### src/rtl/a2_dl11_pkg.sv
// Shared register codes, CSR bit positions and Apple status packing for the
// multi-channel DL11 bridge.
package a2_dl11_pkg;

  typedef enum logic [1:0] {
    REG_RCSR = 2'd0,
    REG_RBUF = 2'd1,
    REG_XCSR = 2'd2,
    REG_XBUF = 2'd3
  } cpu_reg_e;

  typedef enum logic [1:0] {
    A2_ST  = 2'd0,
    A2_TXD = 2'd1,
    A2_RXD = 2'd2,
    A2_CTL = 2'd3
  } a2_off_e;

  localparam int CSR_DONE = 7;
  localparam int CSR_IE   = 6;
  localparam int CSR_ERR  = 15;

  localparam int CTL_FLUSH_TX = 0;
  localparam int CTL_FLUSH_RX = 1;
  localparam int CTL_CLR_OVR  = 2;

  function automatic logic [7:0] a2_status(input logic tx_ne, input logic rx_full,
                                           input logic ovr, input logic rie,
                                           input logic tie);
    return {tx_ne, rx_full, ovr, rie, tie, 3'b000};
  endfunction

endpackage

### src/rtl/a2_byte_fifo.sv
// Byte FIFO with flush; a push into a full FIFO lands only when a pop frees a
// slot in the same cycle, and flush overrides both.
module a2_byte_fifo #(
  parameter int DEPTH = 16,
  parameter int W     = 8,
  localparam int AW   = $clog2(DEPTH)
) (
  input  logic         clk,
  input  logic         rst_n,
  input  logic         push,
  input  logic         pop,
  input  logic         flush,
  input  logic [W-1:0] din,
  output logic [W-1:0] dout,
  output logic         empty,
  output logic         full,
  output logic [AW:0]  count
);

  localparam int CNTW = AW + 1;

  logic [W-1:0]  mem_q [DEPTH];
  logic [AW-1:0] wr_ptr_q, rd_ptr_q;
  logic [AW:0]   count_q;
  logic          do_push, do_pop;

  assign empty   = (count_q == '0);
  assign full    = (count_q == CNTW'(DEPTH));
  assign count   = count_q;
  assign dout    = mem_q[rd_ptr_q];
  assign do_pop  = pop & ~empty & ~flush;
  assign do_push = push & ~flush & (~full | do_pop);

  always_ff @(posedge clk or negedge rst_n) begin
    if (!rst_n) begin
      wr_ptr_q <= '0;
      rd_ptr_q <= '0;
      count_q  <= '0;
    end else if (flush) begin
      wr_ptr_q <= '0;
      rd_ptr_q <= '0;
      count_q  <= '0;
    end else begin
      if (do_push) wr_ptr_q <= wr_ptr_q + AW'(1);
      if (do_pop)  rd_ptr_q <= rd_ptr_q + AW'(1);
      case ({do_push, do_pop})
        2'b10:   count_q <= count_q + CNTW'(1);
        2'b01:   count_q <= count_q - CNTW'(1);
        default: count_q <= count_q;
      endcase
    end
  end

  // Storage carries no reset so it can map onto distributed RAM.
  always_ff @(posedge clk) begin
    if (do_push) mem_q[wr_ptr_q] <= din;
  end

endmodule

### src/rtl/a2_dl11_mux.sv
// NCH DL11 register sets on the PDP-11 side, each backed by an RX and a TX byte
// FIFO that the Apple II services through a 4-byte-per-channel window.
module a2_dl11_mux
  import a2_dl11_pkg::*;
#(
  parameter int NCH   = 4,
  parameter int DEPTH = 16,
  localparam int CW   = (NCH > 1) ? $clog2(NCH) : 1
) (
  input  logic            clk,
  input  logic            rst_n,
  input  logic            bus_init,
  input  logic            cpu_rd,
  input  logic            cpu_wr,
  input  logic            cpu_byte,
  input  logic [CW-1:0]   cpu_ch,
  input  logic [1:0]      cpu_reg,
  input  logic [15:0]     cpu_wdata,
  output logic [15:0]     cpu_rdata,
  input  logic            a2_rd,
  input  logic            a2_wr,
  input  logic [7:0]      a2_addr,
  input  logic [7:0]      a2_wdata,
  output logic [7:0]      a2_rdata,
  output logic [NCH-1:0]  rx_irq,
  output logic [NCH-1:0]  tx_irq
);

  localparam int AW = $clog2(DEPTH);

  logic [NCH-1:0]        cpu_sel, a2_sel;
  logic [NCH-1:0]        rx_push, rx_pop, rx_flush, rx_empty, rx_full;
  logic [NCH-1:0]        tx_push, tx_pop, tx_flush, tx_empty, tx_full;
  logic [NCH-1:0][7:0]   rx_dout, tx_dout;
  logic [NCH-1:0][AW:0]  rx_count, tx_count;
  logic [NCH-1:0]        rie_q, rie_d, tie_q, tie_d, ovr_q, ovr_d;
  logic [NCH-1:0]        rx_irq_q, tx_irq_q;
  logic [15:0]           cpu_rdata_q, cpu_rdata_d;
  logic [7:0]            a2_rdata_q, a2_rdata_d;
  logic [1:0]            a2_off;
  logic                  cpu_rcsr_wr, cpu_xcsr_wr, cpu_xbuf_wr, cpu_rbuf_rd;
  logic                  a2_rxd_wr, a2_ctl_wr, a2_txd_rd;
  logic                  unused_bits;

  assign a2_off      = a2_addr[1:0];
  assign cpu_rcsr_wr = cpu_wr & (cpu_reg == REG_RCSR);
  assign cpu_xcsr_wr = cpu_wr & (cpu_reg == REG_XCSR);
  assign cpu_xbuf_wr = cpu_wr & (cpu_reg == REG_XBUF);
  assign cpu_rbuf_rd = cpu_rd & (cpu_reg == REG_RBUF);
  assign a2_rxd_wr   = a2_wr & (a2_off == A2_RXD);
  assign a2_ctl_wr   = a2_wr & (a2_off == A2_CTL);
  assign a2_txd_rd   = a2_rd & (a2_off == A2_TXD);

  // Byte writes act exactly like word writes, so the high byte never matters.
  assign unused_bits = ^{cpu_byte, cpu_wdata[15:8], rx_count, tx_count};

  for (genvar gi = 0; gi < NCH; gi++) begin : g_ch
    assign cpu_sel[gi]  = (cpu_ch == CW'(gi));
    assign a2_sel[gi]   = (a2_addr[7:2] == 6'(gi));
    assign rx_push[gi]  = a2_rxd_wr & a2_sel[gi];
    assign rx_pop[gi]   = cpu_rbuf_rd & cpu_sel[gi];
    assign rx_flush[gi] = bus_init | (a2_ctl_wr & a2_sel[gi] & a2_wdata[CTL_FLUSH_RX]);
    assign tx_push[gi]  = cpu_xbuf_wr & cpu_sel[gi];
    assign tx_pop[gi]   = a2_txd_rd & a2_sel[gi];
    assign tx_flush[gi] = bus_init | (a2_ctl_wr & a2_sel[gi] & a2_wdata[CTL_FLUSH_TX]);

    a2_byte_fifo #(.DEPTH(DEPTH), .W(8)) u_rx (
      .clk   (clk),
      .rst_n (rst_n),
      .push  (rx_push[gi]),
      .pop   (rx_pop[gi]),
      .flush (rx_flush[gi]),
      .din   (a2_wdata),
      .dout  (rx_dout[gi]),
      .empty (rx_empty[gi]),
      .full  (rx_full[gi]),
      .count (rx_count[gi])
    );

    a2_byte_fifo #(.DEPTH(DEPTH), .W(8)) u_tx (
      .clk   (clk),
      .rst_n (rst_n),
      .push  (tx_push[gi]),
      .pop   (tx_pop[gi]),
      .flush (tx_flush[gi]),
      .din   (cpu_wdata[7:0]),
      .dout  (tx_dout[gi]),
      .empty (tx_empty[gi]),
      .full  (tx_full[gi]),
      .count (tx_count[gi])
    );
  end

  always_comb begin
    rie_d = rie_q;
    tie_d = tie_q;
    ovr_d = ovr_q;
    for (int i = 0; i < NCH; i++) begin
      if (cpu_rcsr_wr && cpu_sel[i]) rie_d[i] = cpu_wdata[CSR_IE];
      if (cpu_xcsr_wr && cpu_sel[i]) tie_d[i] = cpu_wdata[CSR_IE];
      if (rx_pop[i] || (a2_ctl_wr && a2_sel[i] && a2_wdata[CTL_CLR_OVR])) ovr_d[i] = 1'b0;
      // A pop in the same cycle frees the slot, so only an unrelieved full drops.
      if (rx_push[i] && rx_full[i] && !rx_pop[i]) ovr_d[i] = 1'b1;
    end
  end

  always_comb begin
    cpu_rdata_d = cpu_rdata_q;
    if (cpu_rd) begin
      cpu_rdata_d = '0;
      for (int i = 0; i < NCH; i++) begin
        if (cpu_sel[i]) begin
          case (cpu_reg_e'(cpu_reg))
            REG_RCSR: begin
              cpu_rdata_d[CSR_ERR]  = ovr_q[i];
              cpu_rdata_d[CSR_DONE] = ~rx_empty[i];
              cpu_rdata_d[CSR_IE]   = rie_q[i];
            end
            REG_RBUF: begin
              cpu_rdata_d[CSR_ERR] = ovr_q[i];
              if (!rx_empty[i]) cpu_rdata_d[7:0] = rx_dout[i];
            end
            REG_XCSR: begin
              cpu_rdata_d[CSR_DONE] = ~tx_full[i];
              cpu_rdata_d[CSR_IE]   = tie_q[i];
            end
            default: ;
          endcase
        end
      end
    end
  end

  always_comb begin
    a2_rdata_d = a2_rdata_q;
    if (a2_rd) begin
      a2_rdata_d = '0;
      for (int i = 0; i < NCH; i++) begin
        if (a2_sel[i]) begin
          case (a2_off_e'(a2_off))
            A2_ST:   a2_rdata_d = a2_status(~tx_empty[i], rx_full[i], ovr_q[i],
                                            rie_q[i], tie_q[i]);
            A2_TXD:  if (!tx_empty[i]) a2_rdata_d = tx_dout[i];
            default: ;
          endcase
        end
      end
    end
  end

  always_ff @(posedge clk or negedge rst_n) begin
    if (!rst_n) begin
      rie_q       <= '0;
      tie_q       <= '0;
      ovr_q       <= '0;
      rx_irq_q    <= '0;
      tx_irq_q    <= '0;
      cpu_rdata_q <= '0;
      a2_rdata_q  <= '0;
    end else if (bus_init) begin
      rie_q       <= '0;
      tie_q       <= '0;
      ovr_q       <= '0;
      rx_irq_q    <= '0;
      tx_irq_q    <= '0;
      cpu_rdata_q <= '0;
      a2_rdata_q  <= '0;
    end else begin
      rie_q       <= rie_d;
      tie_q       <= tie_d;
      ovr_q       <= ovr_d;
      rx_irq_q    <= rie_q & ~rx_empty;
      tx_irq_q    <= tie_q & ~tx_full;
      cpu_rdata_q <= cpu_rdata_d;
      a2_rdata_q  <= a2_rdata_d;
    end
  end

  assign cpu_rdata = cpu_rdata_q;
  assign a2_rdata  = a2_rdata_q;
  assign rx_irq    = rx_irq_q;
  assign tx_irq    = tx_irq_q;

endmodule

### config.mk
export PLATFORM = sky130hd
export DESIGN_NAME = a2_dl11_mux
export DESIGN_NICKNAME = d
export VERILOG_FILES = /design/src/rtl/a2_dl11_pkg.sv /design/src/rtl/a2_byte_fifo.sv /design/src/rtl/a2_dl11_mux.sv
export SDC_FILE = /design/constraint.sdc
export NUM_CORES = 1
export LEC_CHECK = 0
export ABC_AREA = 0
export BUFFER_PORTS_ARGS = -buffer_cell sky130_fd_sc_hd__buf_4
export CAP_MARGIN = 30
export CORE_MARGIN = 3
export CORE_UTILIZATION = 46
export CTS_CLUSTER_DIAMETER = 80
export DETAILED_ROUTE_END_ITERATION = 16
export SLEW_MARGIN = 20
export SYNTH_ARGS = -nofsm -noshare
export SYNTH_HDL_FRONTEND = slang
export SYNTH_SLANG_ARGS = --single-unit
### constraint.sdc
create_clock -name clk -period 8.2 [get_ports clk]
set_clock_uncertainty 0.15 [all_clocks]
set_input_delay 0.41 -clock clk [delete_from_list [all_inputs] [get_ports clk]]
set_output_delay 0.41 -clock clk [all_outputs]
set_load 0.02 [all_outputs]
# --- Word-level counts from Yosys, hierarchy flattened ---
# Memories as Yosys holds them, arrays and structs flattened.
# Cells that the tools add are included.
op_classes:
  n_reduce_logical: 83
  n_addsub: 32
  muxes: 130
  bitwise_logic: 111
  n_eq_ne: 36
op_table:
  columns: ["op", "n"]
  rows:
  - ["2-to-1 mux 8 bit", 23]
  - ["2-to-1 mux 4 bit", 37]
  - ["one-hot mux 5 bit (2 select lines)", 8]
  - ["AND 1 bit", 67]
  - ["adder 4 x 1 -> 4 bit (second input constant)", 16]
  - ["one-hot mux 8 bit (2 select lines)", 4]
  - ["nonzero test 2 bit", 26]
  - ["adder 5 x 1 -> 5 bit (second input constant)", 8]
  - ["equality test 5 bit (second input constant)", 8]
  - ["zero test 5 bit", 8]
  - ["2-to-1 mux 1 bit", 40]
  - ["2-to-1 mux 5 bit", 8]
  - ["subtractor 5 x 1 -> 5 bit (second input constant)", 8]
  - ["nonzero test 3 bit", 12]
  - ["2-to-1 mux 16 bit", 2]
  - ["equality test 2 bit (second input constant)", 14]
  - ["logical AND 1 bit", 24]
  - ["2-to-1 mux 6 bit", 4]
  - ["inverter 1 bit", 24]
  - ["one-hot mux 2 bit (3 select lines)", 4]
  - ["equality test 2 x 1 -> 1 bit (second input constant)", 11]
  - ["OR 1 bit", 16]
  - ["equality test 6 x 2 -> 1 bit (second input constant)", 2]
  - ["AND 4 bit", 2]
  - ["other kinds (7)", 16]
word_totals:
  reg_bits: 148
  word_cells: 440
  memories: 8
  ramBits: 1024
memory_table:
  columns: ["memory", "depth", "word_bits", "rd", "rd_ports_with_merged_regs", "wr", "line", "rtl"]
  rows:
  - ["g_ch[0].u_rx.mem_q", 16, 8, 1, 0, 1, "a2_byte_fifo.sv:22", "logic [W-1:0] mem_q [DEPTH];"]
  - ["g_ch[0].u_tx.mem_q", 16, 8, 1, 0, 1, "a2_byte_fifo.sv:22", null]
  - ["g_ch[1].u_rx.mem_q", 16, 8, 1, 0, 1, "a2_byte_fifo.sv:22", null]
  - ["g_ch[1].u_tx.mem_q", 16, 8, 1, 0, 1, "a2_byte_fifo.sv:22", null]
  - ["g_ch[2].u_rx.mem_q", 16, 8, 1, 0, 1, "a2_byte_fifo.sv:22", null]
  - ["g_ch[2].u_tx.mem_q", 16, 8, 1, 0, 1, "a2_byte_fifo.sv:22", null]
  - ["2 more memories", null, null, null, null, null, null, null]

# --- Longest topological paths before layout ---
depth:
  ltp_word: 20
  depth_mapped: 13
  depth_no_buf: 11

# --- By module ---
# Synthesis repeated with hierarchy kept, for this count alone.
hier_totals:
  cells_unflattened: 3180
  area_unflattened_um2: 50108.1
by_module_without_submodules:
  columns: ["mod", "area_per_inst_um2", "n_inst", "seq_area_each_um2", "cells_each"]
  rows:
  - ["a2_byte_fifo (g_ch[2].u_rx ...)", 5909.4, 3, 4169.0, 357]
  - ["a2_byte_fifo (g_ch[0].u_rx ...)", 5881.9, 2, 4169.0, 351]
  - ["a2_byte_fifo (g_ch[1].u_tx)", 5910.7, 1, 4169.0, 357]
  - ["a2_byte_fifo (g_ch[3].u_tx)", 5908.2, 1, 4169.0, 357]
  - ["a2_byte_fifo (g_ch[1].u_rx)", 5868.1, 1, 4169.0, 349]
  - ["a2_dl11_mux", 2929.1, 1, 925.9, 344]

# --- Worst setup path before layout ---
# OpenSTA, ideal clock, no wires.
synth_path:
  path_type: "in2reg"
  start: "in a2_addr[7]"
  end: "reg g_ch[3].u_rx.count_q[4]"
  setup_slack_ns: 4.837
  path_stages: 13
  arrival_ns: 3.091
  n_path_buf: 2
  cell_sequence: "or4_4 > buf_6 > nor3_4 > a21o_1 > buf_1 > nor2_1 > fa_1 > a21o_1 > a21oi_1 > o211ai_1 > o31ai_1 > xnor2_1 > nor2_1"
synth_between:
  elab_chain_len: 11
synth_lines:
  columns: ["item", "line", "rtl"]
  rows:
  - ["start: declaration", "a2_dl11_mux.sv:22", "input logic [7:0] a2_addr,"]
  - ["equality test 6 x 2 -> 1 bit (*)", "a2_dl11_mux.sv:59", "assign a2_sel[gi] = (a2_addr[7:2] == 6'(gi));"]
  - ["AND 1 bit (2 in a row)", "a2_dl11_mux.sv:62", "assign rx_flush[gi] = bus_init | (a2_ctl_wr & a2_sel[gi] & a2_wdata[CTL_FLUSH_RX]);"]
  - ["OR 1 bit", "a2_dl11_mux.sv:62", null]
  - ["inverter 1 bit", "a2_byte_fifo.sv:31, a2_byte_fifo.sv:32", null]
  - ["AND 1 bit", "a2_byte_fifo.sv:31", "assign do_pop = pop & ~empty & ~flush;"]
  - ["OR 1 bit", "a2_byte_fifo.sv:32", "assign do_push = push & ~flush & (~full | do_pop);"]
  - ["AND 1 bit", "a2_byte_fifo.sv:32", null]
  - ["equality test 2 x 1 -> 1 bit or equality test 2 bit (tied branches)", "a2_byte_fifo.sv:46", "case ({do_push, do_pop})"]
  - ["one-hot mux 5 bit (2 select lines)", "a2_byte_fifo.sv:46", null]
  - ["2-to-1 mux 5 bit", "a2_byte_fifo.sv:39", "end else if (flush) begin"]
  - ["end signal: assignment", "a2_byte_fifo.sv:47", "2'b10: count_q <= count_q + CNTW'(1);"]
  - ["end signal: assignment", "a2_byte_fifo.sv:48", "2'b01: count_q <= count_q - CNTW'(1);"]
  - ["end signal: assignment", "a2_byte_fifo.sv:49", "default: count_q <= count_q;"]
  - ["end: declaration", "a2_byte_fifo.sv:24", "logic [AW:0] count_q;"]
# Mark *: on every way between the ends. The rest lies on a longest branch, timed or not.
# A chain may end at the register's enable or synchronous reset.

# --- Final worst setup path ---
layout_path:
  start: "in cpu_reg[1]"
  end: "reg g_ch[3].u_rx.count_q[4]"
layout_between:
  elab_chain_len: 10
layout_lines:
  columns: ["item", "line", "rtl"]
  rows:
  - ["start: declaration", "a2_dl11_mux.sv:17", "input logic [1:0] cpu_reg,"]
  - ["equality test 2 x 1 -> 1 bit (*)", "a2_dl11_mux.sv:49", "assign cpu_rbuf_rd = cpu_rd & (cpu_reg == REG_RBUF);"]
  - ["AND 1 bit (*)", "a2_dl11_mux.sv:49", null]
  - ["AND 1 bit (*)", "a2_dl11_mux.sv:61", "assign rx_pop[gi] = cpu_rbuf_rd & cpu_sel[gi];"]
  - ["AND 1 bit (*) (2 in a row)", "a2_byte_fifo.sv:31", null]
  - ["OR 1 bit", "a2_byte_fifo.sv:32", null]
  - ["AND 1 bit", "a2_byte_fifo.sv:32", null]
  - ["equality test 2 x 1 -> 1 bit or equality test 2 bit (tied branches)", "a2_byte_fifo.sv:46", null]
  - ["one-hot mux 5 bit (2 select lines)", "a2_byte_fifo.sv:46", null]
  - ["2-to-1 mux 5 bit", "a2_byte_fifo.sv:39", null]
# Marks and branches as above.

==> impl_metrics.env <==
export IMPL_synth_top_area_cell="edfxtp_1"
export IMPL_period_needed_ps=3627
export IMPL_drive_gt1_share_pct=19.65
export IMPL_synth_compound_area_share_pct=4.826
export IMPL_ys_types=92
export IMPL_synth_top_family_by_area="multiplexers"
export IMPL_ctsResizeCount=0
export IMPL_num_rows=119
export IMPL_endpoint_kind="flop"
export IMPL_ys_seq_area_share_pct=70.06
export IMPL_rrSetupSlack_ps=4700
export IMPL_vdd_ir_drop_max_uv=189.7
export IMPL_area_growth_syn_to_layout_pct=11.96
export IMPL_comb_power_share_pct=1.9
export IMPL_netlist_top_cells_area="edfxtp_1, mux4_2, dfrtp_1"
export IMPL_fin_crit_sh_pct=44.23
export IMPL_tightest_slew_ps=902.8
export IMPL_regToRegStartpoint="g_ch[3].u_rx.count[0]"
export IMPL_synth_flop_cell="edfxtp_1"
export IMPL_power_density_nw_per_um2=217.8
export IMPL_p_total_mw=11.93
export IMPL_hold_viol=0
export IMPL_layout_setup_ws_ps=4573
export IMPL_die_h_um=332.1
export IMPL_overflow=0
export IMPL_whs_path_depth=2
export IMPL_critPathCapture="g_ch[3].u_rx.count[4]"
export IMPL_cp_start_kind="primary input"
export IMPL_muxShareOfSynthArea_pct=13.97
export IMPL_rr_worst_depth=11
export IMPL_r2r_end="g_ch[3].u_rx.count[4]"
export IMPL_cts_root_buf="clkbuf_16"
export IMPL_synth_fa_ha_area_share_pct=1.964
export IMPL_port_buffers=59
export IMPL_wl_um=109500
export IMPL_postLayoutCellArea_um2=54780
export IMPL_crit_required_ps=8610
export IMPL_syn_area_um2=48920
export IMPL_htreeDepth=3
export IMPL_via_per_inst=5.800
export IMPL_arrival_ps=4030
export IMPL_antenna_found_initial=3
export IMPL_place_congestion=0.9030
export IMPL_nFillCells=8362
export IMPL_fin_tns_setup_ps=0
export IMPL_drc=0
export IMPL_max_slew_margin_pct=38.26
export IMPL_outcome="finished, final reports clean"
export IMPL_path_class="primary input to flop"
export IMPL_die_w_um=332.1
export IMPL_dr_pass1_iters=5
export IMPL_synth_edf_count=1024
export IMPL_worst_path_max_fanout=24
export IMPL_crit_start="cpu_reg[1]"
export IMPL_setup_violations_final=0
export IMPL_vias=25410
export IMPL_p_sw_mw=2.409
export IMPL_avgRoutedWirePerCell_um=24.99
export IMPL_intPower_mw=9.524
export IMPL_core_area_um2=105400
export IMPL_synth_xor_area_share_pct=1.343
export IMPL_nNetsFinal=3001
export IMPL_synthCells=2785
export IMPL_synth_top_area_share_pct=62.85
export IMPL_drt_iter0_drc=2621
export IMPL_cts_inserted_buffers=115
export IMPL_grt_max_degree=76
export IMPL_fmax_ghz=0.2757
export IMPL_grt_pass1_vias=25970
export IMPL_p_seq_share_pct=54.2
export IMPL_detail_route_antenna_nets=0
export IMPL_pre_cts_ws_ps=4325
export IMPL_path_clk_slew_ps=60
export IMPL_clock_sinks=1165
export IMPL_dpl_hpwl_um=69630
export IMPL_drv_cap=0
export IMPL_ys_ff_latch=1165
export IMPL_clkLatencyLatePin_ps=690
export IMPL_synth_simple_area_share_pct=6.168
export IMPL_p_leak_nw=17.89
export IMPL_cts_tree="done"
export IMPL_synth_warnings=0
export IMPL_pin_count=76
export IMPL_ctsLongestPathBuffers=3
export IMPL_rsz0062_at_grt="false"
export IMPL_start_util_pct=46.41
export IMPL_grtUsageTotal_pct=19.86
export IMPL_avgSynthCellArea_um2=17.57
export IMPL_placed_area_um2=50860
export IMPL_ys_async_sr_fraction_pct=12.10
export IMPL_grt_pass1_wl_um=165800
export IMPL_hp_class="primary input to flop"
export IMPL_clock_power_share_pct=43.9
export IMPL_slew_violations=0
export IMPL_die_area_um2=110300
export IMPL_swShare_pct=20.19
power by group through the flow:
stage | Sequential [mW] | Clock, mW | Combinational, mW
floorplan | 6.59 | 0 | 0.0747
global placement | 6.59 | 0 | 0.214
global route | 6.46 | 5.59 | 0.249
CTS | 6.47 | 5.34 | 0.228
detailed placement | 6.59 | 0 | 0.225
finish | 6.47 | 5.24 | 0.228
worst min-delay path by stage:
stage / slack, ps / to / start
detailed placement: 360 / g_ch[3].u_tx.count[2] / g_ch[3].u_tx.count[2]
floorplan: -40 / a2_rdata[0] / rst_n
global placement: 340 / g_ch[3].u_tx.count[2] / g_ch[3].u_tx.count[2]
finish: 50 / ovr_q[2] / a2_addr[0]
global route: 40 / cpu_rdata[7] / cpu_reg[0]
CTS: 6 / ovr_q[2] / a2_addr[0]
area by class of cell:
cell class                      instances  area [um^2]  area share [%]
Multi-Input combinational cell       1445        13870           25.32
Tap cell                             1391         1740           3.177
Antenna cell                            3        7.507         0.01371
Inverter                               42        157.7          0.2878
Sequential cell                      1165        34290           62.60
Clock inverter                         63        624.3           1.140
Timing Repair Buffer                  116        932.1           1.702
Clock buffer                          156         3154           5.758
layer usage:
metal | routed length, um | track usage [%] | vias to the layer above
met5 | 26 | 0 | -
met4 | 3026 | 5.442 | 4
met3 | 7495 | 4.627 | 161
met2 | 52700 | 32.07 | 817
met1 | 46250 | 27.29 | 13160
li1 | - | - | 11270
worst max-delay path: stages:
cell           delay, ps
dlygate4sd3_1        580
buf_4                230
nand3b_1             330
a211oi_2             640
o21ai_0              310
nor2_1               340
ha_1                 340
a21o_1               180
a21oi_1              200
o211ai_1             120
o31ai_1              130
xnor2_1              150
nor2_1                50
Yosys cell counts, drive strengths merged, types with 21 or more instances:
cell type  number
a22oi          25
a21o           24
dfrtp         141
nor2          206
ha             64
inv            42
o21ai          53
nand4          21
xnor2          38
nor2b          40
xor2           37
mux2i         102
and2           64
nand2          99
nor3           43
a211oi         57
clkbuf         62
edfxtp       1024
buf            77
a21oi          77
mux4          250
nand3          24
state kept, by name, summed over array words and instances, names as in the netlist, 8 cells and up:
register            count
g_ch.u_rx.mem_q       512
g_ch.u_tx.mem_q       512
g_ch.u_rx.count        20
g_ch.u_tx.count        20
g_ch.u_rx.rd_ptr_q     16
g_ch.u_rx.wr_ptr_q     16
g_ch.u_tx.rd_ptr_q     16
g_ch.u_tx.wr_ptr_q     16
cpu_rdata               9
a2_rdata                8
cells by family after synthesis:
group	Yosys count
XOR/XNOR	75
multiplexers	367
adder cells (fa/ha/maj)	72
buffers and inverters	181
AND/OR/NAND/NOR	591
flip-flops	1165
AO/OA/AOI/OAI	333
other	1
cells in the final DEF (no fill, tap or decap), types with 10 or more instances in the layout:
cell type	synthesis	final
and2_1	64	64
clkinv_2	0	16
ha_1	64	64
a22oi_1	25	25
a211oi_1	54	54
or3_1	11	11
dfrtp_1	141	132
bufinv_16	0	10
nor2_1	204	204
nand2b_1	17	17
buf_4	14	105
xnor2_1	38	38
nand4_1	21	21
nand3_1	24	24
xor2_1	37	37
clkinv_1	0	24
nor3_1	41	40
nor2b_1	40	40
mux2i_1	100	100
a21oi_1	76	76
a31oi_1	10	10
o21ai_0	49	49
inv_1	41	41
nand2_1	99	99
mux4_2	250	250
clkbuf_1	61	31
a21o_1	24	24
edfxtp_1	1024	1024
clkbuf_16	0	117
mux2_2	15	15
nor3b_1	14	14
timing repair:
item                                   CTS  global route
setup buffers                            0             0
hold buffers                             7             0
endpoints found under the hold margin   89             0
metrics by stage:
stage                     std cells  utilization (%)  hold WS, ps
after global routing           4378            51.95        40.50
after global placement         4146            48.21        344.7
final                          4381            51.96        53.98
after detailed placement       4147            48.24        359.5
after CTS                      4373            51.89        5.830
after floorplan                2791                -       -35.59
Note: power is estimated with default switching activity, not from simulation.
